$ cat src/rtl/regfile_dbg_access_pkg.sv
// Shared state encoding and sizing helpers for the debug register-file initiator.
package regfile_dbg_access_pkg;

  typedef enum logic [2:0] {
    ST_IDLE,
    ST_HALT_WAIT,
    ST_ACCESS,
    ST_RESP,
    ST_HOLD,
    ST_RELEASE
  } dbg_state_e;

  // x0 is hardwired to zero in the architecture, so writes to it are dropped.
  localparam int X0_IDX = 0;

  function automatic int sel_width(input int num_regs);
    return (num_regs > 1) ? $clog2(num_regs) : 1;
  endfunction

endpackage

$ cat src/rtl/regfile_dbg_access_sat_counter.sv
// Saturating up-counter with synchronous clear; done_o flags the last counted cycle.
module dbg_sat_counter
  import regfile_dbg_access_pkg::*;
#(
  parameter int LIMIT = 8,
  parameter int CW    = $clog2(LIMIT + 1)
) (
  input  logic clk,
  input  logic rst_n,
  input  logic clr_i,
  input  logic en_i,
  output logic done_o
);

  logic [CW-1:0] cnt_q, cnt_d;

  always_comb begin
    cnt_d = cnt_q;
    if (clr_i) begin
      cnt_d = '0;
    end else if (en_i && (cnt_q != CW'(LIMIT))) begin
      cnt_d = cnt_q + 1'b1;
    end
  end

  always_ff @(posedge clk or negedge rst_n) begin
    if (!rst_n) cnt_q <= '0;
    else        cnt_q <= cnt_d;
  end

  assign done_o = (cnt_q == CW'(LIMIT - 1));

endmodule

$ cat src/rtl/regfile_dbg_access.sv
// Debug-host initiator: halts the core, performs one register read or write, reports back.
module regfile_dbg_access
  import regfile_dbg_access_pkg::*;
#(
  parameter int WORD_SIZE    = 32,
  parameter int NUM_REGS     = 32,
  parameter int REG_SEL      = sel_width(NUM_REGS),
  parameter int HALT_TIMEOUT = 64,
  parameter int HOLD_CYCLES  = 8
) (
  input  logic                 clk,
  input  logic                 rst,
  input  logic                 req_valid,
  output logic                 req_ready,
  input  logic                 req_write,
  input  logic [REG_SEL-1:0]   req_addr,
  input  logic [WORD_SIZE-1:0] req_wdata,
  output logic                 resp_valid,
  input  logic                 resp_ready,
  output logic [WORD_SIZE-1:0] resp_rdata,
  output logic                 resp_err,
  output logic                 halt_req,
  input  logic                 halt_ack,
  output logic [REG_SEL-1:0]   rf_rs,
  input  logic [WORD_SIZE-1:0] rf_rsData,
  output logic                 rf_wCtrl,
  output logic [REG_SEL-1:0]   rf_wSel,
  output logic [WORD_SIZE-1:0] rf_wData
);

  dbg_state_e           state_q;
  logic                 req_ready_q, resp_valid_q, resp_err_q, halt_req_q;
  logic                 rf_wCtrl_q, timed_out_q;
  logic [WORD_SIZE-1:0] resp_rdata_q, rf_wData_q;
  logic [REG_SEL-1:0]   rf_rs_q, rf_wSel_q;

  logic                 wr_q;
  logic [REG_SEL-1:0]   addr_q;
  logic [WORD_SIZE-1:0] wdata_q;

  logic                 accept, tmr_done, hold_done;
  logic                 acc_wr, acc_ok;
  logic [REG_SEL-1:0]   acc_addr;
  logic [WORD_SIZE-1:0] acc_wdata;

  function automatic logic in_range(input logic [REG_SEL-1:0] a);
    return int'(a) < NUM_REGS;
  endfunction

  assign accept = req_valid && req_ready_q;

  // A request accepted in HOLD goes straight to ACCESS, so take its fields from the port.
  assign acc_wr    = (state_q == ST_HOLD) ? req_write : wr_q;
  assign acc_addr  = (state_q == ST_HOLD) ? req_addr  : addr_q;
  assign acc_wdata = (state_q == ST_HOLD) ? req_wdata : wdata_q;
  assign acc_ok    = in_range(acc_addr);

  always_ff @(posedge clk) begin
    if (accept) begin
      wr_q    <= req_write;
      addr_q  <= req_addr;
      wdata_q <= req_wdata;
    end
  end

  always_ff @(posedge clk or negedge rst) begin
    if (!rst) begin
      state_q      <= ST_IDLE;
      req_ready_q  <= 1'b0;
      resp_valid_q <= 1'b0;
      resp_err_q   <= 1'b0;
      resp_rdata_q <= '0;
      halt_req_q   <= 1'b0;
      rf_rs_q      <= '0;
      rf_wCtrl_q   <= 1'b0;
      rf_wSel_q    <= '0;
      rf_wData_q   <= '0;
      timed_out_q  <= 1'b0;
    end else begin
      case (state_q)
        ST_IDLE: begin
          req_ready_q <= 1'b1;
          if (accept) begin
            req_ready_q <= 1'b0;
            halt_req_q  <= 1'b1;
            timed_out_q <= 1'b0;
            state_q     <= ST_HALT_WAIT;
          end
        end
        ST_HALT_WAIT: begin
          if (halt_ack) begin
            state_q    <= ST_ACCESS;
            rf_rs_q    <= (!acc_wr && acc_ok) ? acc_addr : '0;
            rf_wCtrl_q <= acc_wr && acc_ok && (acc_addr != REG_SEL'(X0_IDX));
            rf_wSel_q  <= acc_wr ? acc_addr : '0;
            rf_wData_q <= acc_wr ? acc_wdata : '0;
          end else if (tmr_done) begin
            state_q      <= ST_RESP;
            resp_valid_q <= 1'b1;
            resp_err_q   <= 1'b1;
            resp_rdata_q <= '0;
            halt_req_q   <= 1'b0;
            timed_out_q  <= 1'b1;
          end
        end
        ST_ACCESS: begin
          state_q      <= ST_RESP;
          resp_valid_q <= 1'b1;
          resp_err_q   <= !in_range(addr_q);
          resp_rdata_q <= (!wr_q && in_range(addr_q)) ? rf_rsData : '0;
          rf_rs_q      <= '0;
          rf_wCtrl_q   <= 1'b0;
          rf_wSel_q    <= '0;
          rf_wData_q   <= '0;
        end
        ST_RESP: begin
          if (resp_ready) begin
            resp_valid_q <= 1'b0;
            resp_err_q   <= 1'b0;
            resp_rdata_q <= '0;
            if (timed_out_q) begin
              state_q <= ST_RELEASE;
            end else begin
              state_q     <= ST_HOLD;
              req_ready_q <= 1'b1;
            end
          end
        end
        ST_HOLD: begin
          if (accept) begin
            state_q     <= ST_ACCESS;
            req_ready_q <= 1'b0;
            rf_rs_q     <= (!acc_wr && acc_ok) ? acc_addr : '0;
            rf_wCtrl_q  <= acc_wr && acc_ok && (acc_addr != REG_SEL'(X0_IDX));
            rf_wSel_q   <= acc_wr ? acc_addr : '0;
            rf_wData_q  <= acc_wr ? acc_wdata : '0;
          end else if (hold_done) begin
            state_q     <= ST_RELEASE;
            req_ready_q <= 1'b0;
            halt_req_q  <= 1'b0;
          end
        end
        ST_RELEASE: begin
          if (!halt_ack) begin
            state_q     <= ST_IDLE;
            req_ready_q <= 1'b1;
          end
        end
        default: state_q <= ST_IDLE;
      endcase
    end
  end

  dbg_sat_counter #(.LIMIT(HALT_TIMEOUT)) u_halt_tmr (
    .clk   (clk),
    .rst_n (rst),
    .clr_i (state_q != ST_HALT_WAIT),
    .en_i  (state_q == ST_HALT_WAIT),
    .done_o(tmr_done)
  );

  dbg_sat_counter #(.LIMIT(HOLD_CYCLES)) u_hold_tmr (
    .clk   (clk),
    .rst_n (rst),
    .clr_i (state_q != ST_HOLD),
    .en_i  (state_q == ST_HOLD),
    .done_o(hold_done)
  );

  assign req_ready  = req_ready_q;
  assign resp_valid = resp_valid_q;
  assign resp_err   = resp_err_q;
  assign resp_rdata = resp_rdata_q;
  assign halt_req   = halt_req_q;
  assign rf_rs      = rf_rs_q;
  assign rf_wCtrl   = rf_wCtrl_q;
  assign rf_wSel    = rf_wSel_q;
  assign rf_wData   = rf_wData_q;

endmodule

$ cat config.mk
export PLATFORM = sky130hd
export DESIGN_NAME = regfile_dbg_access
export DESIGN_NICKNAME = d
export VERILOG_FILES = /design/src/rtl/regfile_dbg_access_pkg.sv /design/src/rtl/regfile_dbg_access_sat_counter.sv /design/src/rtl/regfile_dbg_access.sv
export SDC_FILE = /design/constraint.sdc
export NUM_CORES = 1
export LEC_CHECK = 0
export CAP_MARGIN = 40
export CELL_PAD_IN_SITES_DETAIL_PLACEMENT = 1
export CELL_PAD_IN_SITES_GLOBAL_PLACEMENT = 2
export CORE_UTILIZATION = 33
export DETAILED_ROUTE_END_ITERATION = 6
export GPL_TIMING_DRIVEN = 0
export PLACE_DENSITY = 0.84
export REMOVE_ABC_BUFFERS = 1
export SYNTH_ARGS = -nofsm -noshare
export SYNTH_HDL_FRONTEND = slang
export SYNTH_SLANG_ARGS = --single-unit
$ cat constraint.sdc
create_clock -name clk -period 4 [get_ports clk]
set_input_delay 0.6 -clock clk [delete_from_list [all_inputs] [get_ports clk]]
set_output_delay 0.6 -clock clk [all_outputs]
set_load 0.03 [all_outputs]
==> flow_summary.ini <==
[layout]
finalNonFillerCells = 819
layout.nets = 669
antenna_cells = 0
multi_input_area_mm2 = 0.00178
regArea_mm2 = 0.00349
drive_gt1_share_pct = 8.62
n_fill_cell = 1638
area_delta_synth_final_pct = 46.2
fin_area_mm2 = 0.00791

[floorplanning]
fp.dieH_um = 130
io_pins = 154
core_area_mm2 = 0.0159
rows = 46
start_util_pct = 33.9
dieArea_mm2 = 0.0169
dieWidth_um = 130

[worst_setup_path]
cp_top_family = compound AO/OA/AOI/OAI gates
crit_path_start_kind = flip-flop
reg2reg_setup_slack_ps = 1200
critPathBufInv = 1
cp_num_cells = 5
worst_r2r_path_depth = 5
slowest_stage = dfrtp_1
slowest_delay_ps = 820
worstPathRequired_ps = 4290
path_class = reg2reg
cp-end-kind = flip-flop
worstPathArrival_ps = 3090
crit_chain = and4bb_2, a211oi_4, o21bai_4, buf_16, o21ai_0
crit_fanout = 27

[synth]
synth_compound_area_share_pct = 14.0
yosys_register_bits = 132
yosysMostFrequentCell = dfrtp_1
synthTopCellsByCount = 94 x dfrtp_1, 53 x nand2_1, 39 x mux2i_1, 38 x edfxtp_1, 33 x o21ai_0
synth-xor-area-share_pct = 0.972
syn_area_mm2 = 0.00541
synth-seq-area-share_pct = 64.6
synth_top_area_cell = dfrtp_1
synth.area.mux_share_pct = 7.22
syn-mean-instance-area_um2 = 12.6
synth_ff_type = dfrtp_1
synth_warnings = 0
synth_top_area_share_pct = 43.5
synthAdderAreaFrac_pct = 0.925
synth_top_family_by_area = compound AO/OA/AOI/OAI gates
yosys.area_share.simple_pct = 9.28
yosys-top-cells-area = dfrtp_1 43%, edfxtp_1 21%, mux2i_1 7.2%, a22o_1 5.2%, nand2_1 3.7%
yosysUniqueCellTypes = 46
syn_inst = 429
async_flop_share_pct = 71.2
synth_edf_count = 38

[sta]
fin_ws_ps = 1200
maxSlewHeadroom_pct = 44.4
timing.fmax_mhz = 357
setup_violations = 0
rsz0062_at_grt = false
worst_pin_slew_ps = 831
skew_ps = 8.94
setup_tns_ps = 0
fin_crit_sh_pct = 70.0
hold_viol = 0
maxSlewViolCount = 0
min_period_ps = 2800

[global_routing]
grt_pass1_wl_um = 23600
grt_usage_pct = 18.5
grt_start_max_net_pins = 56
gr-total-overflow = 0
grt_pass1_vias = 4400
antenna_found_initial = 1

[detailed_routing]
ant_nets = 0
wirelength_um = 15000
num_vias = 4112
drt_iter0_drc = 166
wl_per_cell_um = 18.4
drc = 0
drt_pass1_iterations = 4
via_per_inst = 5.02

[pwr]
power-per-cell-area_mw_per_mm2 = 816
total_power_uw = 6450
power.leakage_uw = 0.00314
ir_drop_mv = 0.474

[clock_tree]
clockRootBuffer = clkbuf_16
htree_levels = 4
cts_tree = yes
clkSlewWorstSetupHoldPaths_ps = 60
cts_made_buffers = 17
cts_max_path_buffers = 2
postCtsHoldBufs = 0
post_cts_buffers = 0
cts_sinks = 132
cts_resized = 0
insertion_delay_ps = 410

[outcome]
status = finished clean

[job]
max-cap-violations = 0

[place]
io_buffers = 153
gp_congestion = 0.784
dpl_cell_area_mm2 = 0.00732
place_ws_ps = 940
dp_hpwl_um = 10600
place_inst = 787

[hold_path]
hold_class = in2async
## logic make-up (layout without fill, tap and decap cells)
group	count (synthesis)	in the layout
muxes	39	39
adders and majority gates	4	4
xor gates and xnor gates	6	6
AOI/OAI and AO/OA	115	115
buffers and inverters	32	206
and+or+nand+nor	101	101
DFF	132	132
## path summary, 6_finish.rpt
kind / start / to
min in group clk: rf_wData[18] / rf_wData[18]
hold / removal: rst / rf_wData[25]
setup reg to reg: state_q[0] / rf_wData[13]
setup / recovery: state_q[0] / rf_wData[13]
hold reg to reg: rf_wData[18] / rf_wData[18]
max in group asynchronous: rst / resp_rdata[16]
## report_power, final
group | internal, uW | switching, uW
sequential | 1840 | 326
combinational | 1160 | 1570
clock | 975 | 576
## area by class of cell
cell class | instances | share of cell area [%]
repair buffers | 166 | 22.0
multi-input cells | 265 | 22.6
clock buffers | 18 | 5.43
flip-flops and latches | 132 | 44.2
well taps | 216 | 3.42
clock inverters | 14 | 2.01
inverters | 8 | 0.380
## flip-flops by register name, indices dropped and copies added, names as in the netlist, 3 cells and up
signal and flops:
rf_wData 32, wdata_q 32, u_hold_tmr.cnt_q 4, state_q 3, rf_wSel 5, rf_rs 5
addr_q 5, resp_rdata 32, u_halt_tmr.cnt_q 7
## layer usage
layer / wire length [um] / track usage [%] / vias to the layer above / share of wire, %
li1: - / - / 1893 / -
met1: 6420 / 22.6 / 2069 / 43
met2: 7430 / 30.8 / 131 / 49
met3: 988 / 5.66 / 17 / 6.6
met4: 184 / 6.63 / 2 / 1.2
met5: 11 / 0 / - / 0.073
## through the flow
stage               hold WS [ps]  util [%]
global route                 222      49.6
global placement             461      44.4
detailed placement           474      45.9
finish                       197      49.6
CTS                          206      49.6
floorplan                    304         -
## placed cells by master (no fill, tap or decap), types with 2 or more instances in the layout
master	count
nor3b_1	4
or2_2	2
inv_6	2
nand4b_1	2
clkbuf_16	17
o21ai_0	33
and4bb_2	2
bufinv_16	3
nand2b_1	2
edfxtp_1	38
buf_8	5
nor2b_1	5
or3_1	2
nand2_1	53
buf_4	4
a2bb2oi_1	2
inv_1	7
nor3_1	3
dfrtp_1	94
xor2_1	3
ha_1	4
mux2i_1	39
nand3b_1	2
a22o_1	32
xnor2_1	3
o21ai_1	20
nor2_1	12
nand3_1	5
or4_1	2
a21oi_1	14
clkinv_2	3
clkdlybuf4s50_1	152
buf_16	3
o32ai_1	2
clkinv_1	3
clkinv_4	2
(Power assumes the default switching activity.)
